File: src/rtl/sisc_fetch.sv
// -----------------------------------------------------------------------------
// sisc_fetch
//   Instruction fetch stage of the SISC datapath. Holds the program counter,
//   requests one instruction word from instruction memory, latches it into the
//   32-bit instruction register (ir), and advances the PC when ctrl retires the
//   instruction. The PC advances to either PC+1 or a branch target.
//
// Configuration macro:
//   PC_RELATIVE_BR_EN  defined   : branch target = pc + 1 + sign-extend(br_imm)
//                      undefined : branch target = zero-extend(br_imm) (absolute)
//   The handshake and all cycle timing are the same in both builds.
//
// Ports:
//   clk         in   1     system clock, rising edge
//   rst_f       in   1     asynchronous active-low reset
//   pc_write    in   1     one-cycle retire pulse from ctrl (acts only in HOLD)
//   br_taken    in   1     with pc_write: 1 = load branch target, 0 = pc+1
//   br_imm      in   16    branch operand (normally ir[15:0])
//   stall       in   1     freezes PC update and instruction capture
//   imem_req    out  1     fetch request to instruction memory
//   imem_addr   out  PC_W  fetch address (always equals pc)
//   imem_rdata  in   IR_W  memory read data
//   imem_valid  in   1     memory read data valid
//   ir          out  IR_W  instruction register
//   ir_valid    out  1     ir holds a fetched, not-yet-retired instruction
//   pc          out  PC_W  program counter
//   fsm_state   out  2     debug view of the fetch FSM (IDLE/REQ/HOLD)
//
// Handshake: imem_req is the "ready" side and imem_valid the "valid" side of a
// single transfer. A word is accepted on a rising edge where imem_req=1,
// imem_valid=1 and stall=0; imem_addr is held stable from the first request
// cycle until that edge. imem_valid with imem_req=0, or during stall, is not a
// transfer and the memory must present the word again later.
// -----------------------------------------------------------------------------
module sisc_fetch #(
  parameter int              PC_W     = 16,
  parameter int              IR_W     = 32,
  parameter logic [PC_W-1:0] RESET_PC = '0
) (
  input  logic            clk,
  input  logic            rst_f,
  input  logic            pc_write,
  input  logic            br_taken,
  input  logic [15:0]     br_imm,
  input  logic            stall,
  output logic            imem_req,
  output logic [PC_W-1:0] imem_addr,
  input  logic [IR_W-1:0] imem_rdata,
  input  logic            imem_valid,
  output logic [IR_W-1:0] ir,
  output logic            ir_valid,
  output logic [PC_W-1:0] pc,
  output logic [1:0]      fsm_state
);

  localparam logic [1:0] IDLE = 2'd0;
  localparam logic [1:0] REQ  = 2'd1;
  localparam logic [1:0] HOLD = 2'd2;

  logic [1:0]      state;
  logic [PC_W-1:0] br_target;
  logic [PC_W-1:0] next_pc;

`ifdef PC_RELATIVE_BR_EN
  // Sign-extending cast of the signed operand; the sum wraps modulo 2^PC_W.
  assign br_target = pc + PC_W'(1) + PC_W'($signed(br_imm));
`else
  assign br_target = PC_W'(br_imm);
`endif

  assign next_pc = br_taken ? br_target : (pc + PC_W'(1));

  // Request and address are decoded straight from registered state, so they
  // drop asynchronously with reset and never glitch on input changes.
  assign imem_req  = (state == REQ);
  assign imem_addr = pc;
  assign fsm_state = state;

  always_ff @(posedge clk or negedge rst_f) begin
    if (!rst_f) begin
      state    <= IDLE;
      pc       <= RESET_PC;
      ir       <= '0;
      ir_valid <= 1'b0;
    end else begin
      case (state)
        IDLE: begin
          state <= REQ;
        end
        REQ: begin
          // imem_rdata is only looked at on an accepted transfer, so X on the
          // bus while valid is low never reaches ir.
          if (imem_valid && !stall) begin
            ir       <= imem_rdata;
            ir_valid <= 1'b1;
            state    <= HOLD;
          end
        end
        HOLD: begin
          // A retire pulse that collides with stall is dropped, not queued.
          if (pc_write && !stall) begin
            pc       <= next_pc;
            ir_valid <= 1'b0;
            state    <= REQ;
          end
        end
        default: begin
          state <= IDLE;
        end
      endcase
    end
  end

endmodule

File: config.mk
export PLATFORM = sky130hd
export DESIGN_NAME = sisc_fetch
export DESIGN_NICKNAME = d
export VERILOG_FILES = /design/src/rtl/sisc_fetch.sv
export SDC_FILE = /design/constraint.sdc
export NUM_CORES = 1
export LEC_CHECK = 0
export CAP_MARGIN = 40
export CORE_MARGIN = 3
export CORE_UTILIZATION = 41
export CTS_CLUSTER_SIZE = 25
export DETAILED_ROUTE_END_ITERATION = 6
export GPL_TIMING_DRIVEN = 0
export PLACE_DENSITY = 0.87
export SYNTH_ARGS = -nofsm -noshare
export SYNTH_HDL_FRONTEND = slang
export SYNTH_SLANG_ARGS = --single-unit
File: constraint.sdc
create_clock -name clk -period 2.2 [get_ports clk]
set_input_delay 0.22 -clock clk [delete_from_list [all_inputs] [get_ports clk]]
set_output_delay 0.22 -clock clk [all_outputs]
set_load 0.005 [all_outputs]
After elaboration in Yosys (flattened, before gate mapping)
Cells that the tools add are included.

storage, ports and cells
  output and inout bits = 68
  bits in registers = 51
  input bits = 54
  logic and storage cells = 25

operators by class
  equality and inequality tests = 4
  reduce and logical (&&, ||, !) cells = 9
  muxes and demuxes = 7
  add/subtract/negate cells = 1

operator list
  kind                                            number
  adder 16 x 1 -> 16 bit (second input constant)  1
  two-way mux 16 bit                              1
  one-hot mux 2 bit (3 select lines)              1
  AND reduction 2 bit                             3
  two-way mux 2 bit                               2
  AND reduction 3 bit                             1
  == test 2 x 1 -> 1 bit (second input constant)  1
  == test 2 bit (second input constant)           1
  logical AND 1 bit                               2
  zero test 2 bit                                 1
  two-way mux 1 bit                               2
  != test 2 x 1 -> 1 bit (second input constant)  1
  != test 2 bit (second input constant)           1
  one-hot mux 1 bit (2 select lines)              1
  nonzero test 2 bit                              1
  zero test 1 bit                                 1

Longest topological paths before layout
Gate-level depths: netlist of the first run.

  word-level depth = 4
  gate-level depth with buffers = 7
  gate-level depth less buffers = 6

Worst setup path after synthesis of the first run
Ideal clock, no wire load.

  path type = reg-to-reg
  start point = register pc[0], in the netlist imem_addr[0]
  end point = register pc[14], in the netlist imem_addr[14]
  setup slack = 566 ps
  period minus slack after synthesis = 1,634 ps
  required time = 2,065 ps
  path buffers = 0
  stages on the path, launching flop included = 6
  data arrival time = 1,499 ps
  library setup time = 135 ps
  cell sequence = dfrtp_1 -> ha_1 -> nand3_2 -> or3_4 -> o311ai_2 -> nand3_1

on the way
  word-level cells in the longest chain between the ends = 2

RTL lines
  element                   RTL line  text
  start: declaration        52        output logic [PC_W-1:0] pc,
  start signal: assignment  102       pc <= next_pc;
  adder 16 x 1 -> 16 bit    71        assign next_pc = br_taken ? br_target : (pc + PC_W'(1));
  two-way mux 16 bit        71

Every way passes these cells.
A chain may end at the register's enable or synchronous reset.

Worst setup path after layout of the first run
  start point = register state[0], in the netlist fsm_state[0]
  end point = register pc[4], in the netlist imem_addr[4]

on the way
  word-level cells in the longest chain between the ends = 2

RTL lines
  element                               RTL line  text
  start: declaration                    60        logic [1:0] state;
  start signal: assignment              81        state <= IDLE;
  start signal: assignment              88        state <= REQ;
  start signal: assignment              96        state <= HOLD;
  == test 2 bit                         86        case (state)
  AND reduction 2 bit (no source line)  n/a

Every way passes these cells.

==> flow_summary.yaml, run 1 <==
power_and_ir_drop:
  pwr-share-clk: 0.148
  cellPowerDensity_mw_per_mm2: 1107
  netSwitchingPower_mw: 1.283
  ir_drop_uv: 774.7
  p_total_mw: 4.397
  seqPwrFrac: 0.382
  combPwrFrac: 0.470
  intPower_mw: 3.114
  sw_frac_of_total: 0.2918
  p_leak_nw: 1.638
timing:
  hold_violations: 0
  fin_skew_ns: 0.008990
  setup_viol: 0
  maxSlewViolCount: 0
  tightest_slew_ns: 0.5466
  period_needed_ns: 1.881
  rsz0062_at_grt: "false"
  relSlewSlack: 0.6356
  fin_crit_sh: 0.8550
  fmax_ghz: 0.5316
  worst_slack_ns: 0.3189
die:
  die_area_mm2: 0.007176
  core-area_mm2: 0.005956
  io_pins: 122
  rows: 28
  dieHeight_um: 84.71
  die_w_um: 84.71
  initial_core_util: 0.4265
worst_hold_path:
  worstHoldStart: "br_taken"
  hold_path_end: "imem_addr[13]"
  hold_class: "primary input to flop"
  hold_depth: 4
detailed_routing:
  drc: 0
  wire_per_inst_um: 15.48
  drtIter0Drc: 67
  routed_wl_mm: 6.688
  viasPerCell: 5.204
  postRouteAntennaNets: 0
  dr.pass1.iters: 4
  via_count: 2248
worst_setup_path:
  end_kind: "flop"
  cp-start-kind: "flop"
  critPathMaxFanout: 10
  critPathRequiredTime_ns: 2.37
  reg2reg_from: "fsm_state[0]"
  crit_top_cell: "o21ai_0"
  r2r_slack_ns: 0.32
  cp.arrival_ns: 2.05
  crit_chain: "inv_1, ha_1, and3b_1, clkbuf_1, o21ai_0, nand2_1, o21ai_0"
  r2r-end: "imem_addr[4]"
  critical_path_class: "flop to flop"
  slowest_delay_ns: 0.43
  critPathSlowestCell: "dfrtp_1"
  r2r_cells: 7
clock_network:
  cts_tree: "done"
  clock_latency_ns: 0.30
  clk_pin_slew_ns: 0.10
  post-cts-setup-buffer-count: 0
  clock_tree.htree_level_count: 2
  clock_path_buffers: 2
  cts.sinks: 51
  cts-root-buf: "clkbuf_8"
  cts_buffers: 5
synthesis:
  synthArstFlopShare: 1.000
  ys_seq_area_frac: 0.5025
  synth-seq-cells: 51
  synth_edf_count: 0
  synth_fp_nets: 286
  synthDistinctLibCells: 41
  synth.avg_cell_area_um2: 11.19
  synth_warnings: 0
  ys.flop_type: "dfrtp_1"
  netlist_area_mm2: 0.002540
  netlist_instances: 227
placement:
  postPlaceCellArea_mm2: 0.003850
  io_buffers: 120
  place_ws_ns: 0.3427
  gp_congestion: 0.8207
  dp_hpwl_mm: 5.200
final_layout:
  drive_above_1_share: 0.1933
  insertedDiodeCount: 0
  finalNetCount: 415
  syn_to_final_growth_pct: 56.40
  design_area_mm2: 0.003973
global_routing:
  met3_usage: 0.06869
  grt_max_degree: 31
  track_usage: 0.1882
  met2_usage: 0.3210
  grtUsageMet1: 0.2232
  overflow: 0
  grt_pass1_wl_mm: 11.01
  grt-busiest-layer: "met2"
  grt_pass1_vias: 2310
  antenna_found_initial: 0
status:
  status: "finished clean"
run:
  maxCapViolCount: 0
-- critical path: cells and delay by family (launching register included) --
kind	cells	cell delay (ns)
buf+inv	2	0.47
flops	1	0.43
simple gates	2	0.36
fa+ha+maj	1	0.26
compound gates	2	0.23
-- layer usage --
layer,up-vias,routed length [µm]
met3,7,669
met1,1062,2646
li1,1061,-
met4,0,71
met5,-,0
met2,118,3301
-- state kept, by name, summed over array words and instances (netlist names) --
name and flops:
ir 32, imem_addr 16, fsm_state 2, ir_valid 1
-- kinds of logic after synthesis --
group	Yosys count	synth area share
AND/OR/NAND/NOR	57	0.1251
flip-flops	51	0.5025
AO/OA/AOI/OAI	43	0.1094
multiplexers	37	0.1621
buffers and inverters	34	0.07636
adder cells (fa/ha/maj)	5	0.02463
-- metrics by stage --
stage,util,instances,setup TNS [ns],hold WS [ns]
2_1_floorplan,-,227,0,-0.07559
3_3_place_gp,0.6439,422,-31.00,0.4868
3_5_place_dp,0.6464,423,0,0.2302
4_1_cts,0.6670,432,0,0.3935
5_1_grt,0.6670,432,0,0.4292
6_report,0.6670,432,0,0.4003
-- cells in the mapped netlist, drive strengths merged (2+ instances only) --
cell,instances,area (µm²)
dfrtp,51,1276
mux2,33,371.6
buf,23,152.7
a21oi,14,70.07
o21ai,12,60.06
nand2,11,41.29
nand3,11,65.06
inv,8,30.03
nor3,8,45.04
nor2,6,22.52
ha,5,62.56
and3,4,25.02
mux2i,4,40.04
nor4,4,25.02
a2bb2oi,3,26.28
clkbuf,3,11.26
nand4,3,18.77
or3,3,23.77
nand3b,2,15.01
nor3b,2,15.01
o2bb2ai,2,17.52
-- repair_timing --
| item | 4_1_cts | 5_1_grt |
|---|---|---|
| endpoints found under the hold margin | 21 | 0 |
| hold buffers | 1 | 0 |
| gates resized for setup | 0 | 0 |
-- cells in the final DEF (no fill, tap or decap), types with 6 or more instances in the layout --
cell / netlist / final
nor3_1: 7 / 7
inv_1: 8 / 8
buf_4: 16 / 16
nand2_1: 11 / 11
buf_2: 5 / 6
mux2_2: 33 / 33
nand3_1: 9 / 9
a21oi_1: 14 / 14
nor2_1: 6 / 6
o21ai_0: 12 / 12
dfrtp_1: 51 / 51
clkdlybuf4s50_1: 0 / 119
-- power by group through the flow --
stage,clock [mW],sequential (mW),combinational [mW]
2_1_floorplan,0,1.68,0.766
3_3_place_gp,0,1.65,2.03
3_5_place_dp,0,1.70,2.09
4_1_cts,0.674,1.68,2.10
5_1_grt,0.702,1.75,2.24
6_report,0.653,1.68,2.07
-- area by class of cell --
type	count	area, µm²
clock buffers	5	68.82
well taps	75	93.84
repair buffers	122	1226
plain buffers	26	163.9
inverters	8	30.03
clock inverters	3	43.79
flip-flops and latches	51	1276
fillers	460	1983
multi-input cells	142	1070
-- worst max path at each step --
stage / startpoint / to / slack (ns) / depth (start not counted)
after global placement: rst_f / ir[14] / -0.61 / 1
after global routing: fsm_state[0] / imem_addr[5] / 0.12 / 6
final: fsm_state[0] / imem_addr[4] / 0.32 / 7
after CTS: fsm_state[0] / imem_addr[4] / 0.33 / 7
after floorplan: imem_addr[0] / imem_addr[14] / 0.57 / 5
after detailed placement: fsm_state[0] / imem_addr[4] / 0.34 / 7
No activity file was read; power rests on OpenSTA's default activity.
==> run 2: changes to the inputs <==
Settings changed: ABC_AREA set to 1, CORE_UTILIZATION 41 to 43.
==> flow_summary.yaml, run 2 <==
synthesis:
  synth_top_area_share: 0.4525
  synth_area_leader_cell: "dfrtp_1"
  yosys.area_share.simple: 0.1868
  synth_adder_area_share: 0.02218
  synth_fp_nets: 350
  netlist_area_mm2: 0.002820
  synthXorXnorAreaFrac: 0
  synth_warnings: 0
  synth_top_family_by_area: "simple AND/OR/NAND/NOR gates"
  synth.avg_cell_area_um2: 9.691
  synth_edf_count: 0
  synthMuxAreaShare: 0.1677
  synthTopCellsByCount: "nand2_1 (58), dfrtp_1 (51), mux2_4 (30), nor2_1 (30), inv_1 (25)"
  ys_seq_area_frac: 0.4525
  synthDistinctLibCells: 25
  synth-seq-cells: 51
  synth_most_common_cell: "nand2_1"
  synth_area_leaders: "dfrtp_1 (45%), mux2_4 (16%), nand2_1 (7.7%), buf_4 (4.3%), nor2_1 (4.0%)"
  ys.flop_type: "dfrtp_1"
  netlist_instances: 291
  synthArstFlopShare: 1.000
  synth_compound_area_frac: 0.06211
run:
  maxCapViolCount: 0
detailed_routing:
  drtIter0Drc: 109
  dr.pass1.iters: 4
  routed_wl_mm: 7.443
  via_count: 2474
  drc: 0
  wire_per_inst_um: 15.01
  postRouteAntennaNets: 0
  viasPerCell: 4.988
clock_network:
  cts.sinks: 51
  clock_tree.htree_level_count: 2
  cts_resized: 0
  clk_pin_slew_ns: 0.09
  clock_path_buffers: 2
  clock_latency_ns: 0.30
  cts_buffers: 5
  cts-root-buf: "clkbuf_8"
  cts_tree: "done"
final_layout:
  largest_reg_flops: 32
  finalNetCount: 480
  syn_to_final_growth_pct: 50.93
  top_register: "ir"
  layout_common_cells: "clkdlybuf4s50_1 (120), nand2_1 (58), dfrtp_1 (51), mux2_4 (30), nor2_1 (30)"
  drive_above_1_share: 0.1995
  layout_commonest_cell: "clkdlybuf4s50_1"
  final_util: 0.6943
  insertedDiodeCount: 0
worst_setup_path:
  critPathMaxFanout: 4
  critical_path_class: "flop to output pin"
  critPathRequiredTime_ns: 1.98
  cp-start-kind: "flop"
  end_kind: "output pin"
  cp.arrival_ns: 1.60
global_routing:
  grt_pass1_vias: 2554
  overflow: 0
  grt_max_degree: 33
  track_usage: 0.2036
  grt_pass1_wl_mm: 12.10
  antenna_found_initial: 0
power_and_ir_drop:
  p_leak_nw: 2.030
  p_total_mw: 5.370
  cellPowerDensity_mw_per_mm2: 1262
  ir_drop_uv: 699.4
die:
  rows: 28
  core-area_mm2: 0.006131
  initial_core_util: 0.4600
  die_w_um: 86.99
  dieHeight_um: 86.99
  die_area_mm2: 0.007566
  io_pins: 122
timing:
  period_needed_ns: 1.821
  relSlewSlack: 0.6652
  fin_skew_ns: 0.006309
  hold_violations: 0
  setup_viol: 0
  fmax_ghz: 0.5492
  tightest_slew_ns: 0.5022
  rsz0062_at_grt: "false"
  fin_crit_sh: 0.8276
  maxSlewViolCount: 0
placement:
  gp_congestion: 0.8840
  io_buffers: 121
  dp_hpwl_mm: 5.765
status:
  status: "finished clean"
worst_hold_path:
  hold_class: "primary input to async pin"
[run 2: cell types whose count changed after synthesis, sizes merged, moves of 4 or more]
cell,before,now
nand2,11,63
nor2,6,34
inv,8,29
nor3,8,0
nand3,11,17
and3,4,0
mux2i,4,0
nor4,4,0
[run 2: logic make-up after synthesis]
family          after synthesis
compound gates               32
mux                          32
fa+ha+maj                     5
flops                        51
buf+inv                      53
simple gates                118
[run 2: power breakdown]
group,internal (mW),switching (mW),total [mW]
Combinational,1.93,0.932,2.86
Sequential,1.41,0.466,1.87
Clock,0.333,0.305,0.638
Total,3.67,1.70,5.37
[run 2: area by class of cell]
type | instances | area (µm²)
fill | 451 | 1874
clock buffer | 5 | 68.82
clock inverter | 2 | 37.54
sequential | 51 | 1276
tap | 75 | 93.84
multi-input combinational | 187 | 1237
timing repair buffer | 123 | 1236
buffer | 24 | 197.7
inverter | 29 | 108.9
[run 2: worst paths after layout]
| kind | from | end | slack [ns] | cells after the start |
|---|---|---|---|---|
| max | fsm_state[1] | imem_req | 0.38 | 3 |
| min | rst_f | imem_addr[11] | 0.41 | 2 |
| max reg2reg | fsm_state[1] | ir[25] | 0.61 | 5 |
| min reg2reg | ir[2] | ir[2] | 0.51 | 1 |
| max in group asynchronous | rst_f | ir[0] | 1.25 | 3 |
| min in group clk | ir[2] | ir[2] | 0.51 | 1 |
[run 2: per-layer routing]
layer / wire [µm] / GRT usage / vias to the layer above / share of wire
li1: - / - / 1178 / -
met5: 0 / 0 / - / 0
met1: 2858 / 0.2385 / 1154 / 0.38
met4: 99 / 0.05666 / 0 / 0.013
met2: 3672 / 0.3547 / 134 / 0.49
met3: 812 / 0.06717 / 8 / 0.11
[run 2: metrics by stage]
step	setup TNS [ns]	instance area, µm²	worst slack [ns]	hold WS (ns)	instances
2_1_floorplan	0	2820	0.7403	-0.07559	291
3_3_place_gp	-29.15	4125	-0.5741	0.4758	487
3_5_place_dp	0	4140	0.5616	0.2120	488
4_1_cts	0	4257	0.3491	0.4115	496
5_1_grt	0	4257	0.2492	0.4357	496
6_report	0	4257	0.3793	0.4056	496
[run 2: timing repair]
item / in CTS / in global routing
hold buffers: 1 / 0
setup buffers: 0 / 0
endpoints found under the setup margin: 0 / 0
hold endpoints to repair: 19 / 0
[run 2: worst max-delay path, cell delays in order, from the launching register on]
cell	delay, ns
dfrtp_1	0.43
inv_1	0.10
ha_1	0.23
clkdlybuf4s50_1	0.55
==> run 3: changes to the inputs <==
Settings changed: CORE_UTILIZATION 43 to 38, PLACE_DENSITY 0.87 to 0.82.
Clock period 2.2 ns to 1.6 ns, I/O delays scaled along.
==> flow_summary.yaml, run 3 (synthesized netlist as in run 2, its figures left out) <==
global_routing:
  grt_max_degree: 39
  antenna_found_initial: 0
  grt_pass1_wl_mm: 12.14
  track_usage: 0.1795
  overflow: 0
  grt_pass1_vias: 2522
clock_network:
  cts_buffers: 5
  clock_latency_ns: 0.31
  clock_path_buffers: 2
  cts.sinks: 51
  clock_tree.htree_level_count: 2
  cts-root-buf: "clkbuf_8"
  clk_pin_slew_ns: 0.10
  cts_tree: "done"
timing:
  period_needed_ns: 1.537
  maxSlewViolCount: 0
  fin_skew_ns: 0.002827
  relSlewSlack: 0.7479
  worst_slack_ns: 0.06269
  fin_crit_sh: 0.9608
  hold_violations: 0
  setup_viol: 0
  rsz0062_at_grt: "false"
  fmax_ghz: 0.6505
  tightest_slew_ns: 0.3782
final_layout:
  drive_above_1_share: 0.2459
  layout_commonest_cell: "clkdlybuf4s50_1"
  design_area_mm2: 0.004364
  insertedDiodeCount: 0
  largest_reg_flops: 32
  finalNetCount: 485
  syn_to_final_growth_pct: 54.75
  layout_common_cells: "clkdlybuf4s50_1 (119), nand2_1 (58), dfrtp_1 (39), mux2_4 (30), nor2_1 (30)"
  instances_no_fill: 523
  top_register: "ir"
power_and_ir_drop:
  netSwitchingPower_mw: 2.405
  combPwrFrac: 0.531
  ir_drop_uv: 945.1
  sw_frac_of_total: 0.3165
  pwr-share-clk: 0.128
  cellPowerDensity_mw_per_mm2: 1741
  p_leak_nw: 2.047
  intPower_mw: 5.193
  seqPwrFrac: 0.341
detailed_routing:
  viasPerCell: 4.719
  routed_wl_mm: 7.557
  drc: 0
  postRouteAntennaNets: 0
  wire_per_inst_um: 14.45
  dr.pass1.iters: 4
  via_count: 2468
  drtIter0Drc: 72
worst_setup_path:
  end_kind: "output pin"
  critPathSlowestCell: "clkdlybuf4s50_1"
  cp.arrival_ns: 1.38
  slowest_delay_ns: 0.51
  crit_chain: "buf_4, clkdlybuf4s50_1"
  critPathMaxFanout: 6
  cp-start-kind: "flop"
  critical_path_class: "flop to output pin"
  cp_top_family: "buffers and inverters"
  critPathRequiredTime_ns: 1.44
  critical_path_buf_inv_count: 2
worst_hold_path:
  hold_class: "primary input to async pin"
placement:
  place_ws_ns: 0.01745
  dp_hpwl_mm: 5.660
  io_buffers: 121
  place_inst: 509
  gp_congestion: 0.8333
  postPlaceCellArea_mm2: 0.004167
run:
  maxCapViolCount: 0
die:
  core-area_mm2: 0.006982
  io_pins: 122
  initial_core_util: 0.4039
  die_w_um: 92.15
  dieHeight_um: 92.15
  die_area_mm2: 0.008492
  rows: 30
status:
  status: "finished clean"
run 3: per-stage QoR:
step | setup TNS (ns) | util | power, mW | hold slack (ns)
6_report | 0 | 0.6251 | 7.598 | 0.3135
5_1_grt | 0 | 0.6251 | 8.119 | 0.3327
4_1_cts | 0 | 0.6176 | 7.567 | 0.2948
3_5_place_dp | 0 | 0.5968 | 6.537 | 0.1003
3_3_place_gp | -57.07 | 0.5946 | 6.396 | 0.4717
2_1_floorplan | 0 | - | 4.258 | -0.1356
run 3: power by group through the flow:
stage | Clock (mW) | Sequential (mW) | Combinational (mW)
after floorplan | 0 | 2.52 | 1.74
after global placement | 0 | 2.56 | 3.83
after detailed placement | 0 | 2.57 | 3.96
after CTS | 0.991 | 2.59 | 3.99
after global routing | 1.04 | 2.70 | 4.39
final | 0.972 | 2.59 | 4.03
run 3: what timing repair did:
item	4_1_cts	5_1_grt
resized for setup	6	11
hold endpoints to repair	13	0
gates cloned	0	1
setup buffers	1	3
pin swaps	0	1
hold buffers	1	0
setup endpoints to repair	6	19
run 3: area by class of cell:
| class | instances | area [µm²] |
|---|---|---|
| plain buffers | 24 | 197.7 |
| clock buffers | 6 | 82.58 |
| clock inverters | 2 | 38.79 |
| fillers | 569 | 2618 |
| inverters | 29 | 108.9 |
| multi-input cells | 188 | 1260 |
| flip-flops and latches | 51 | 1291 |
| well taps | 96 | 120.1 |
| repair buffers | 127 | 1265 |
run 3: final timing paths:
check | slack (ns) | cells past startpoint | end | start
max | 0.06 | 2 | pc[5] | imem_addr[5]
min | 0.31 | 2 | ir[16] | rst_f
max reg2reg | 0.09 | 6 | imem_addr[0] | fsm_state[0]
min reg2reg | 0.50 | 2 | ir_valid | ir_valid
max in group asynchronous | 0.75 | 3 | imem_addr[3] | rst_f
min in group clk | 0.46 | 2 | ir[25] | imem_rdata[25]
run 3: routing by layer:
metal,GRT usage,routed length (µm)
met1,0.2076,3011
met2,0.2999,3595
met3,0.07711,850
met5,0,0
met4,0.05693,100
==> RTL edit (flow settings as in run 2) <==
Build with the macro `PC_RELATIVE_BR_EN` defined.
--- a/src/rtl/sisc_fetch.sv
+++ b/src/rtl/sisc_fetch.sv
@@ -34,2 +34,4 @@
 // -----------------------------------------------------------------------------
+`define PC_RELATIVE_BR_EN
+
 module sisc_fetch #(
Behaviour: not the same (Yosys sat finds a counterexample within 4 cycles, from zero or initial values and one cycle with rst_f low).
==> RTL edit against run 2 <==
- the run now ends with negative setup slack left
- area after synthesis is 24% higher
- wire length grew 71%
- first-iteration DRC count up 150%
- final area up 43%
- sequential share of layout area shrank 8.8 points
- sequential cell count unchanged
- setup slack got worse by 0.62 ns
- clock skew is 0.0012 ns lower
- via count grew 54%
- critical path depth up 12
- highest routed layer unchanged
Power is not compared: it rests on default switching activity, and its combinational part moved more than twofold at a synthesized area within 25%.
==> RTL edit: results (changes against run 2) <==
antenna_found_initial: 0  # unchanged
drt-initial-drc-count: 271  # +150%
h-tree-depth: 2  # unchanged
synth.area.top_cells: "dfrtp_1 (37%), nand2_1 (11%), mux2_2 (10%)"
largest_reg_flops: 32  # unchanged
leakage_nw: 2.80
crit_fanout: 4  # unchanged
final_nets: 682  # +42%
grt_max_degree: 39  # +18%
drive_above_1_share_pct: 39.5  # +20 points
cts_tree: "built"
hold_viol_final: 0  # unchanged
vdd_drop_max_mv: 0.797
grt_pass1_wl_um: 17000  # +40%
numCtsBuffers: 5  # unchanged
grt_pass1_vias: 3681  # +44%
syn_nets: 498  # +42%
setup_ws_ns: -0.238  # -0.618 ns
tightest_slew_ns: 0.599  # +0.0969 ns
ys_warn_count: 0  # unchanged
criticalPathCategory: "reg2reg"
violations: "negative setup slack"
async_flop_share_pct: 100  # unchanged
ys_top_cells_by_count: "nand2_1 (99), dfrtp_1 (51), inv_1 (51)"
path_clk_slew_ns: 0.10
place_congestion: 0.898  # +1.6%
status: "finished with violations"
dpl_worst_slack_ns: -0.525  # -1.09 ns
drcViolationCount: 0  # unchanged
hpwl_um: 7730  # +34%
top_register: "ir"
slowest_stage: "dfrtp_1"
port_buffers: 121  # unchanged
grt_util_all_layers_pct: 23.4  # +3.0 points
clock_skew_ns: 0.00512  # -0.00119 ns
via_per_inst: 5.37  # +7.7%
nFillCells: 474  # +5.1%
hp-class: "in2async"
cts-root-buf: "clkbuf_8"
clockBufferDepth: 2  # unchanged
clock_latency_ns: 0.30  # about the same
slowest_delay_ns: 0.45  # -0.10 ns
cp.arrival_ns: 2.61  # +1.01 ns
synth.distinct_cells: 37  # +48%
setup_viol: 11  # +11
reg2reg_from: "imem_addr[4]"
yosysSeqAreaShare_pct: 36.6  # -8.7 points
cpLargestDelayFamily: "simple AND/OR/NAND/NOR gates"
num_antenna_cells: 0  # unchanged
drt_pass1_iterations: 5  # +1
route.final.wire_length_um: 12700  # +71%
-- RTL edit: timing repair --
action,CTS,global route
gates resized for setup,70,66
endpoints found under the setup margin,11,12
pin swaps,43,50
buffers inserted,33,21
hold endpoints to repair,13,0
hold buffers,1,0
-- RTL edit: layout make-up --
cell class | count | area, um2 | share of cell area [%]
Buffer | 24 | 158 | 2.60
Clock buffer | 6 | 72.6 | 1.20
Clock inverter | 2 | 60.1 | 0.989
Inverter | 53 | 203 | 3.34
Multi-Input combinational cell | 292 | 2510 | 41.3
Sequential cell | 51 | 1290 | 21.2
Tap cell | 102 | 128 | 2.10
Timing Repair Buffer | 177 | 1660 | 27.3
-- RTL edit: where the power goes --
group	internal, mW	total [mW]	switching, mW
registers	1.42	1.84	0.415
clock network	0.455	0.775	0.320
logic	3.36	6.15	2.79
-- RTL edit: path summary, 6_finish.rpt --
path	end	slack, ns	cells after the start
setup / recovery	imem_addr[10]	-0.24	15
hold / removal	ir[4]	0.36	2
setup reg to reg	imem_addr[10]	-0.24	15
hold reg to reg	ir_valid	0.50	2
max in group asynchronous	imem_addr[2]	1.31	3
min in group clk	ir_valid	0.50	2
-- RTL edit: layer usage --
metal	vias to the layer above	wire (um)	GRT usage (%)	part of all wire (%)
li1	1709	-	-	-
met1	1862	4650	29.0	37
met2	190	6970	42.5	55
met3	38	737	3.60	5.8
met4	0	357	5.09	2.8
met5	-	0	0	0
-- RTL edit: cell families (layout without fill, tap and decap cells) --
kind of cell,count (synthesis),after routing,synth area share [%]
adders and majority gates,24,24,8.82
xor gates and xnor gates,17,17,4.70
buffers and inverters,77,262,10.2
muxes,32,32,10.3
AOI/OAI and AO/OA,51,51,8.49
and+or+nand+nor,168,168,20.9
DFF,51,51,36.6
-- RTL edit: stage by stage --
stage / std cells / util (%) / TNS, ns / area (um2) / hold slack [ns]
after floorplan: 420 / - / -0.417 / 3520 / -0.0756
after global placement: 643 / 62.2 / -31.34 / 4850 / 0.482
after detailed placement: 644 / 62.4 / -3.72 / 4870 / 0.139
after CTS: 686 / 71.3 / -0.713 / 5560 / 0.346
after global routing: 707 / 77.8 / -2.96 / 6070 / 0.382
final: 707 / 77.8 / -1.69 / 6070 / 0.359
-- RTL edit: worst register-to-register path: stages, from the launching register on --
cell	delay, ns
dfrtp_1	0.45
nand2_4	0.11
nor2_4	0.18
nand2_4	0.09
nor2_4	0.16
xor2_4	0.24
ha_1	0.26
nand2_1	0.07
nand2_1	0.07
o21bai_4	0.18
inv_1	0.09
nand2_1	0.07
nand2_1	0.07
nand3_1	0.06
nand3_1	0.09
o21ai_0	0.11
